$ cat src/rtl/id_exe_pipe_reg.sv
// ID/EX pipeline register of the 5-stage ARM core.
//
// Captures the decoded control word and operands from the ID stage and presents
// them to EX one cycle later. Every output is a flop.
//
// Ports:
//   clk, rst_n       core clock, synchronous active-low reset
//   flush            replace the instruction entering EX with a bubble
//   freeze           hold all registered state; counts stall cycles
//   cond_pass        0 = the ID instruction failed its condition and retires as a no-op
//   *_in / *_out     control word and operands, registered copies
//   valid_out        EX holds a real (non-bubble) instruction
//   stall_cnt        saturating count of frozen cycles since reset
module id_exe_pipe_reg #(
    parameter int unsigned WORD_W      = 32,
    parameter int unsigned REG_ADDR_W  = 4,
    parameter int unsigned STALL_CNT_W = 16
) (
    input  logic                   clk,
    input  logic                   rst_n,
    input  logic                   flush,
    input  logic                   freeze,
    input  logic                   cond_pass,
    input  logic [3:0]             exec_cmd_in,
    input  logic                   mem_r_en_in,
    input  logic                   mem_w_en_in,
    input  logic                   wb_en_in,
    input  logic                   status_w_en_in,
    input  logic                   branch_taken_in,
    input  logic                   imm_in,
    input  logic [WORD_W-1:0]      pc_in,
    input  logic [WORD_W-1:0]      val_rn_in,
    input  logic [WORD_W-1:0]      val_rm_in,
    input  logic [11:0]            shift_operand_in,
    input  logic [23:0]            signed_imm24_in,
    input  logic [REG_ADDR_W-1:0]  dest_in,
    input  logic [REG_ADDR_W-1:0]  src1_in,
    input  logic [REG_ADDR_W-1:0]  src2_in,
    input  logic [3:0]             status_in,
    output logic [3:0]             exec_cmd_out,
    output logic                   mem_r_en_out,
    output logic                   mem_w_en_out,
    output logic                   wb_en_out,
    output logic                   status_w_en_out,
    output logic                   branch_taken_out,
    output logic                   imm_out,
    output logic [WORD_W-1:0]      pc_out,
    output logic [WORD_W-1:0]      val_rn_out,
    output logic [WORD_W-1:0]      val_rm_out,
    output logic [11:0]            shift_operand_out,
    output logic [23:0]            signed_imm24_out,
    output logic [REG_ADDR_W-1:0]  dest_out,
    output logic [REG_ADDR_W-1:0]  src1_out,
    output logic [REG_ADDR_W-1:0]  src2_out,
    output logic [3:0]             status_out,
    output logic                   valid_out,
    output logic [STALL_CNT_W-1:0] stall_cnt
);

    always_ff @(posedge clk) begin
        if (!rst_n || flush) begin
            // Reset and flush both leave a bubble; only reset clears the counter.
            exec_cmd_out      <= '0;
            mem_r_en_out      <= 1'b0;
            mem_w_en_out      <= 1'b0;
            wb_en_out         <= 1'b0;
            status_w_en_out   <= 1'b0;
            branch_taken_out  <= 1'b0;
            imm_out           <= 1'b0;
            pc_out            <= '0;
            val_rn_out        <= '0;
            val_rm_out        <= '0;
            shift_operand_out <= '0;
            signed_imm24_out  <= '0;
            dest_out          <= '0;
            src1_out          <= '0;
            src2_out          <= '0;
            status_out        <= '0;
            valid_out         <= 1'b0;
            if (!rst_n) begin
                stall_cnt <= '0;
            end
        end else if (freeze) begin
            // Pipeline contents hold; counter saturates instead of wrapping.
            if (stall_cnt != {STALL_CNT_W{1'b1}}) begin
                stall_cnt <= stall_cnt + STALL_CNT_W'(1);
            end
        end else begin
            exec_cmd_out      <= exec_cmd_in;
            imm_out           <= imm_in;
            pc_out            <= pc_in;
            val_rn_out        <= val_rn_in;
            val_rm_out        <= val_rm_in;
            shift_operand_out <= shift_operand_in;
            signed_imm24_out  <= signed_imm24_in;
            dest_out          <= dest_in;
            src1_out          <= src1_in;
            src2_out          <= src2_in;
            status_out        <= status_in;
            // A condition-failed instruction still occupies EX but has no side effects.
            mem_r_en_out      <= mem_r_en_in     & cond_pass;
            mem_w_en_out      <= mem_w_en_in     & cond_pass;
            wb_en_out         <= wb_en_in        & cond_pass;
            status_w_en_out   <= status_w_en_in  & cond_pass;
            branch_taken_out  <= branch_taken_in & cond_pass;
            valid_out         <= 1'b1;
        end
    end

endmodule

$ cat config.mk
export PLATFORM = sky130hd
export DESIGN_NAME = id_exe_pipe_reg
export DESIGN_NICKNAME = d
export VERILOG_FILES = /design/src/rtl/id_exe_pipe_reg.sv
export SDC_FILE = /design/constraint.sdc
export NUM_CORES = 1
export LEC_CHECK = 0
export ABC_AREA = 1
export CAP_MARGIN = 20
export CORE_MARGIN = 5
export CORE_UTILIZATION = 39
export DETAILED_ROUTE_END_ITERATION = 6
export GPL_TIMING_DRIVEN = 0
export PLACE_DENSITY = 0.77
export SLEW_MARGIN = 20
export SYNTH_ARGS = -nofsm -noshare
export SYNTH_HDL_FRONTEND = slang
export SYNTH_SLANG_ARGS = --single-unit
$ cat constraint.sdc
create_clock -name clk -period 3.14 [get_ports clk]
set_input_delay 0.471 -clock clk [delete_from_list [all_inputs] [get_ports clk]]
set_output_delay 0.471 -clock clk [all_outputs]
set_load 0.03 [all_outputs]
; After elaboration in Yosys (flattened, before gate mapping)
; Cells that the tools add are included.
[totals]
register_bits = 175
input_bits = 163
[op_classes]
addsub = 1
eq_ne = 2
muxes = 4
bitwise = 5
n_reduce_logical = 5
[ops]
columns = cell, count
row1 = $mux 16, 4
row2 = $add 16x1->16 const B, 1
row3 = $ne 16x16->1 const B, 1
row4 = $and 1x1->1, 5
row5 = $reduce_bool 2->1, 2
row6 = $reduce_and 3->1, 1
row7 = $ne 2x2->1 const B, 1
row8 = $logic_not 1->1, 1
row9 = $logic_or 1x1->1, 1

; Longest topological paths before layout
; Gate-level depths: netlist (run 1).
[depth]
word_depth = 4
ltp_mapped = 8
depth_no_buf = 8

; Least setup slack after synthesis (run 1)
; OpenSTA, ideal clock, no wires.
[synth_timing]
path_kind = register to register
from = register stall_cnt[0]
to = register stall_cnt[0], enable pin
arrival_ns = 1.556
required_ns = 2.778
slack_ns = 1.222
stages_incl_launch_ff = 7
path_buffers = 0
synth_period_minus_slack_ns = 1.918
cell_sequence = edfxtp_1 ha_1 nand2_2 nor2_4 nand3_1 o21ai_1 nand2_1
[synth_via]
elab_chain_cells = 3
[synth_rtl]
columns = item, line_no
row1 = from (decl), 57  ; output logic [STALL_CNT_W-1:0] stall_cnt
row2 = from (signal assigned), 86  ; stall_cnt <= stall_cnt + STALL_CNT_W'(1);
row3 = $ne 16x16->1, 85  ; if (stall_cnt != {STALL_CNT_W{1'b1}}) begin
row4 = $reduce_bool 2->1 (no line), --
row5 = $reduce_and 3->1 (no line), --
; Every way passes these cells.
; A chain may end at the register's enable or synchronous reset.

; Final worst setup path (run 1)
[layout_timing]
from = register stall_cnt[2]
to = output port stall_cnt[2]
; No word-level cell between the ends.

==> results of run 1 <==
==> state kept, by name (all words and copies together), names as in the netlist, 4 cells and up <==
register and cells:
pc_out 32, val_rm_out 32, val_rn_out 32, signed_imm24_out 24, stall_cnt 16, shift_operand_out 12
dest_out 4, exec_cmd_out 4, src1_out 4, src2_out 4, status_out 4
==> layer usage <==
layer  global-route usage  vias up
met2                0.383      254
met4               0.0891        0
met1                0.238     3022
met3               0.0748       39
met5                    0        -
li1                     -     3313
==> cell families (layout without fill, tap and decap cells) <==
logic type	count (synthesis)	after routing	synth area share
compound gates	171	171	0.134
xor+xnor	1	1	0.00134
fa+ha+maj	1	1	0.00192
buf+inv	72	440	0.0690
flops	175	175	0.561
simple gates	393	393	0.233
==> report_power, final <==
group / switching [mW] / leakage [nW] / internal (mW)
combinational: 0.410 / 2.29 / 0.395
clock: 0.898 / 0.285 / 1.11
sequential: 0.0492 / 1.47 / 2.33
total: 1.36 / 4.04 / 3.83
==> how the worst min path moves through the flow <==
stage	endpoint	slack, ps	cells past startpoint
5_1_grt	pc_out[15]	480	4
4_1_cts	pc_out[16]	450	4
3_3_place_gp	pc_out[12]	450	2
6_report	val_rn_out[0]	460	2
2_1_floorplan	pc_out[12]	580	2
3_5_place_dp	pc_out[31]	450	2
==> layout make-up <==
cell class	instances	area (um^2)
fillers	1423	5800
flip-flops and latches	175	3660
repair buffers	336	3360
multi-input cells	566	2410
clock buffers	21	480
plain buffers	54	383
well taps	220	275
clock inverters	11	78.8
inverters	18	67.6
==> layout by cell type (no fill, tap or decap), types with 3 or more instances in the layout <==
master / n
nand2_1: 344
a21oi_1: 162
clkbuf_1: 5
nand2_2: 4
clkbuf_16: 17
o21ai_0: 3
edfxtp_1: 16
clkdlybuf4s50_1: 336
nand3_1: 8
buf_2: 27
buf_4: 5
dfxtp_1: 159
inv_6: 4
clkinv_2: 4
clkbuf_8: 4
nor2_2: 5
buf_6: 17
inv_1: 16
nor2_1: 29
==> tightest hold or removal path, stage by stage (launching register included) <==
cell and delay, ps:
dfxtp_1 310, nand2_1 60, a21oi_1 50
==> metrics.md, run 1 <==
| Metric | Value |
|---|---|
| Critical path peak fanout | 6 |
| Layout area overhead | 64.3% |
| Final Max Tran Viols | 0 |
| CP Buf/Inv Count | 1 |
| Clock Skews | 6.87 ps |
| Area leader, netlist | dfxtp_1 |
| Fmax | 483 MHz |
| Nets | 1,332 |
| Arrival time at the worst endpoint | 1600 ps |
| Avg Cell Area, Syn | 8.03 um^2 |
| CP delay by family, top | buffers and inverters |
| Critical path's largest stage delay | 730 ps |
| R2R Setup Slk | 1100 ps |
| Post-Syn Area | 6530 um^2 |
| Syn nets | 977 |
| Final hold viol count | 0 |
| WL met3 | 1.90 mm |
| Post-layout util | 0.649 |
| Share of the synthesized area in the top cell type | 0.488 |
| Synth top area cells | dfxtp_1, nand2_1, a21oi_1, edfxtp_1, buf_6 |
| CP Capture Type | primary output |
| Sequential area share after synthesis | 0.561 |
| Cells on worst reg2reg path | 6 |
| Die Area | 19,400 um^2 |
| Maximum number of pins on one net before global-route repair | 17 |
| Worst hold path type | reg2reg |
| Die Width | 139 um |
| Ant. Diodes | 0 |
| Worst r2r src | stall_cnt[0] |
| Crit Path Class | reg2out |
| Layout cell share with drive strength beyond 1 | 0.0796 |
| Top cells by count, synth | nand2_1, a21oi_1, dfxtp_1 |
| Post-Synthesis Cells | 813 |
| Ys flop type | dfxtp_1 |
| Met2 routed WL | 10.9 mm |
| Count of different cell masters after synthesis | 25 |
| Status | completed |
| Via count of the routed design | 6,628 |
| Core Area | 16,500 um^2 |
| Clk root buf | clkbuf_16 |
| Number of global-route vias before repair | 6,366 |
| Worst reg2reg endpoint | stall_cnt[14] |
| Worst-Margin Slew | 723 ps |
| Slowest CP cell | clkdlybuf4s50_1 |
| Maximum VDD drop | 0.000333 V |
| Met1 wire length | 8.48 mm |
| TritonCTS clock tree | built |
| Endpoints failing setup | 0 |
| Post-Place Cells | 1,369 |
| Worst setup path start | stall_cnt[2] |
| Max cap viols | 0 |
| Post-CTS setup buffers | 0 |
| Post_cts resized | 0 |
| Count leader, synth | nand2_1 |
| Setup ws final | 1070 ps |
| Via density per instance | 4.73 |
| Uppermost layer routed | met4 |
| Detailed-placement wirelength estimate | 16.9 mm |
| Crit path depth | 1 |
| Startpoint Class | flip-flop |
| TritonCTS buffer count | 17 |
| Final period util | 0.659 |
| Clock latency at the later pin of the worst-skew pair | 420 ps |
| Initial core utilization | 0.395 |
| Global-route wire length before repair | 33.9 mm |
| Drt drc | 0 |
| Crit path cell chain | clkdlybuf4s50_1 |
| CP required | 2670 ps |
| Synthesis-stage register bit count | 175 |
| Remaining Overflow, GRT | 0 |
| Setup_tns | 0 ps |
| Max clock buf depth | 2 |
| Pre-CTS WS | 1100 ps |
| DP Area | 10,200 um^2 |
| RSZ-0062 raised after global routing | no |
| Drt pass-1 iters | 5 |
| Gr usage total | 0.217 |
| CTS Hold Bufs | 0 |
| Post-synth EDFFs | 16 |
| Die Height | 139 um |
| Power, Total | 5.19 mW |
| Ys async rst share | 0 |
| 1st-iter DRT viols | 322 |
| Slew headroom | 0.517 |
| Ys Warns | 0 |
| Antenna violations before repair | 0 |
| Fin area | 10,700 um^2 |
| Post-route insts no fill | 1,401 |
| Final ANT Viol Nets | 0 |
| Hold_sp | val_rn_out[0] |
| Clock slew at reported path FFs | 70 ps |
| WL/cell | 15.7 um |
| Tmin final | 2070 ps |
| CP Capture Point | stall_cnt[2] |
| Routed WL | 21.9 mm |
| Port Buffers | 336 |
| Row count | 47 |
| Hold Slack | 463 ps |
| P per Cell Area | 484 nW/um^2 |
| Clk sinks | 175 |
| Routability congestion estimate | 0.849 |
| P_leak | 4.04 nW |
| H-tree depth | 4 |
| Top Ports | 338 |
No activity file was read; power rests on OpenSTA's default activity.
==> run 2: changes to the inputs <==
--- a/config.mk
+++ b/config.mk
@@ -8,10 +8,10 @@
 export ABC_AREA = 1
 export CAP_MARGIN = 20
 export CORE_MARGIN = 5
-export CORE_UTILIZATION = 39
+export CORE_UTILIZATION = 36
 export DETAILED_ROUTE_END_ITERATION = 6
 export GPL_TIMING_DRIVEN = 0
-export PLACE_DENSITY = 0.77
+export PLACE_DENSITY = 0.75
 export SLEW_MARGIN = 20
 export SYNTH_ARGS = -nofsm -noshare
 export SYNTH_HDL_FRONTEND = slang
==> constraint.sdc (replaced) <==
create_clock -name clk -period 1.9 [get_ports clk]
set_input_delay 0.285 -clock clk [delete_from_list [all_inputs] [get_ports clk]]
set_output_delay 0.285 -clock clk [all_outputs]
set_load 0.03 [all_outputs]
==> metrics.md, run 2 (same netlist as run 1, synthesis figures left out) <==
| Metric | Value |
|---|---|
| Status | completed (unchanged) |
| Die Height | 145 um (was 139 um) |
| Clk root buf | clkbuf_16 (unchanged) |
| Number of global-route vias before repair | 6,294 (was 6,366) |
| R2R Setup Slk | 150 ps (was 1100 ps) |
| CP Buf/Inv Count | 1 (unchanged) |
| Cells on worst reg2reg path | 6 (unchanged) |
| Port Buffers | 336 (unchanged) |
| H-tree depth | 4 (unchanged) |
| Clock slew at reported path FFs | 60 ps (was 70 ps) |
| Global-route wire length before repair | 33.3 mm (was 33.9 mm) |
| GR peak layer | met2 (unchanged) |
| Worst-Margin Slew | 479 ps (was 723 ps) |
| Arrival time at the worst endpoint | 1580 ps (was 1600 ps) |
| Top Ports | 338 (unchanged) |
| Final hold viol count | 0 (unchanged) |
| WL/cell | 15.9 um (was 15.7 um) |
| Die Width | 145 um (was 139 um) |
| Worst Hold End | pc_out[18] (was val_rn_out[0]) |
| Endpoints failing setup | 0 (unchanged) |
| Post-route insts no fill | 1,410 (was 1,401) |
| # fillers | 1,620 (was 1,423) |
| Critical path's largest stage delay | 760 ps (was 730 ps) |
| Critical path peak fanout | 4 (was 6) |
| Startpoint Class | flip-flop (unchanged) |
| Max clock buf depth | 2 (unchanged) |
| Hold_sp | freeze (was val_rn_out[0]) |
| Final period util | 0.980 |
| Power, Total | 8.96 mW (was 5.19 mW) |
| Fmax | 537 MHz |
| Remaining Overflow, GRT | 0 (unchanged) |
| GR Layer Usage met1 | 0.238 (about the same) |
| Worst r2r src | stall_cnt[0] (unchanged) |
| Drt pass-1 iters | 4 (was 5) |
| Slowest CP cell | clkdlybuf4s50_1 (unchanged) |
| Maximum number of pins on one net before global-route repair | 17 (unchanged) |
| Final ANT Viol Nets | 0 (unchanged) |
| Antenna violations before repair | 0 (unchanged) |
| TritonCTS buffer count | 17 (unchanged) |
| Crit Path Class | reg2out (unchanged) |
| Layout cell share with drive strength beyond 1 | 0.0804 (was 0.0796) |
| TritonCTS clock tree | built (unchanged) |
| Crit path cell chain | clkdlybuf4s50_1 (unchanged) |
| Final Max Tran Viols | 0 (unchanged) |
| Setup_tns | 0 ps (unchanged) |
| Ant. Diodes | 0 (unchanged) |
| CP required | 1620 ps (was 2670 ps) |
| 1st-iter DRT viols | 296 (was 322) |
| Routed WL | 22.4 mm (was 21.9 mm) |
| Nets | 1,332 (unchanged) |
| Maximum VDD drop | 0.000581 V (was 0.000333 V) |
| Drt drc | 0 (unchanged) |
| Layout area overhead | 65.9% (was 64.3%) |
| Core Area | 17,900 um^2 (was 16,500 um^2) |
| P per Cell Area | 827 nW/um^2 (was 484 nW/um^2) |
| Slew headroom | 0.681 (was 0.517) |
| Met2 usage | 0.346 (was 0.383) |
| P_leak | 4.14 nW (was 4.04 nW) |
| Clk sinks | 175 (unchanged) |
| Row count | 49 (was 47) |
| Worst Hold Path Cells | 4 (was 2) |
| Gr usage total | 0.205 (was 0.217) |
| Commonest non-fill, non-tap cell in the layout | nand2_1 (unchanged) |
| Clock latency at the later pin of the worst-skew pair | 420 ps (about the same) |
| CP delay by family, top | buffers and inverters (unchanged) |
| Max cap viols | 0 (unchanged) |
| Top flop regs | pc_out x32, val_rm_out x32, val_rn_out x32 (unchanged) |
| Via count of the routed design | 6,606 (was 6,628) |
| Detailed-placement wirelength estimate | 17.0 mm (was 16.9 mm) |
| RSZ-0062 raised after global routing | no (unchanged) |
| Initial core utilization | 0.365 (was 0.395) |
| Die Area | 20,900 um^2 (was 19,400 um^2) |
| Most frequent cells in the layout | nand2_1, clkdlybuf4s50_1, a21oi_1 (unchanged) |
| Via density per instance | 4.69 (was 4.73) |
| GR Util met3 | 0.0598 (was 0.0748) |
| Post-Place Cells | 1,378 (was 1,369) |
| Tmin final | 1860 ps |
| Worst hold path type | in2reg (was reg2reg) |
| CP Capture Type | primary output (unchanged) |
| Worst reg2reg endpoint | stall_cnt[15] (was stall_cnt[14]) |
| Clock Skews | 5.40 ps (was 6.87 ps) |
| Routability congestion estimate | 0.845 (was 0.849) |
## run 2: what timing repair did
action,in CTS,in global routing
gates resized for setup,1,7
setup buffers,0,0
setup endpoints to repair,1,21
endpoints found under the hold margin,0,0
hold buffers,0,0
## run 2: through the flow
step	util	hold slack (ps)	worst slack [ps]	area (um^2)
floorplan	-	425	113	6530
global placement	0.569	445	87.4	10200
detailed placement	0.569	450	55.7	10200
CTS	0.604	266	0.684	10800
global route	0.605	288	4.45	10800
finish	0.605	284	38.9	10800
## run 2: layer usage
metal | vias up | share of wire
li1 | 3316 | -
met4 | 0 | 0.034
met3 | 45 | 0.079
met1 | 3000 | 0.40
met2 | 245 | 0.49
met5 | - | 0
## run 2: layout make-up
type | instances | area, um^2 | share of cell area
Buffer | 54 | 383 | 0.0354
Clock buffer | 24 | 534 | 0.0493
Inverter | 18 | 67.6 | 0.00624
Tap cell | 229 | 287 | 0.0265
Sequential cell | 175 | 3660 | 0.338
Timing Repair Buffer | 336 | 3370 | 0.312
Multi-Input combinational cell | 566 | 2420 | 0.224
Clock inverter | 8 | 95.1 | 0.00878
## run 2: worst max path at each step
stage | start | depth (start not counted) | endpoint | slack (ps)
floorplan | stall_cnt[0] | 6 | stall_cnt[0] | 110
global placement | stall_cnt[0] | 6 | stall_cnt[10] | 90
detailed placement | stall_cnt[0] | 6 | stall_cnt[0] | 60
CTS | stall_cnt[2] | 1 | stall_cnt[2] | 0.7
global route | stall_cnt[6] | 1 | stall_cnt[6] | 4
finish | stall_cnt[12] | 1 | stall_cnt[12] | 40
## run 2: where the power goes
| part | total (mW) | switching [mW] | internal (mW) |
|---|---|---|---|
| Combinational | 1.34 | 0.684 | 0.652 |
| Sequential | 3.94 | 0.0819 | 3.86 |
| Clock | 3.68 | 1.45 | 2.23 |
| Total | 8.96 | 2.22 | 6.74 |
## run 2: worst min-delay path, cell delays in order
cell and delay (ps):
buf_6 120, buf_6 140, nand2_1 60, a21oi_1 50
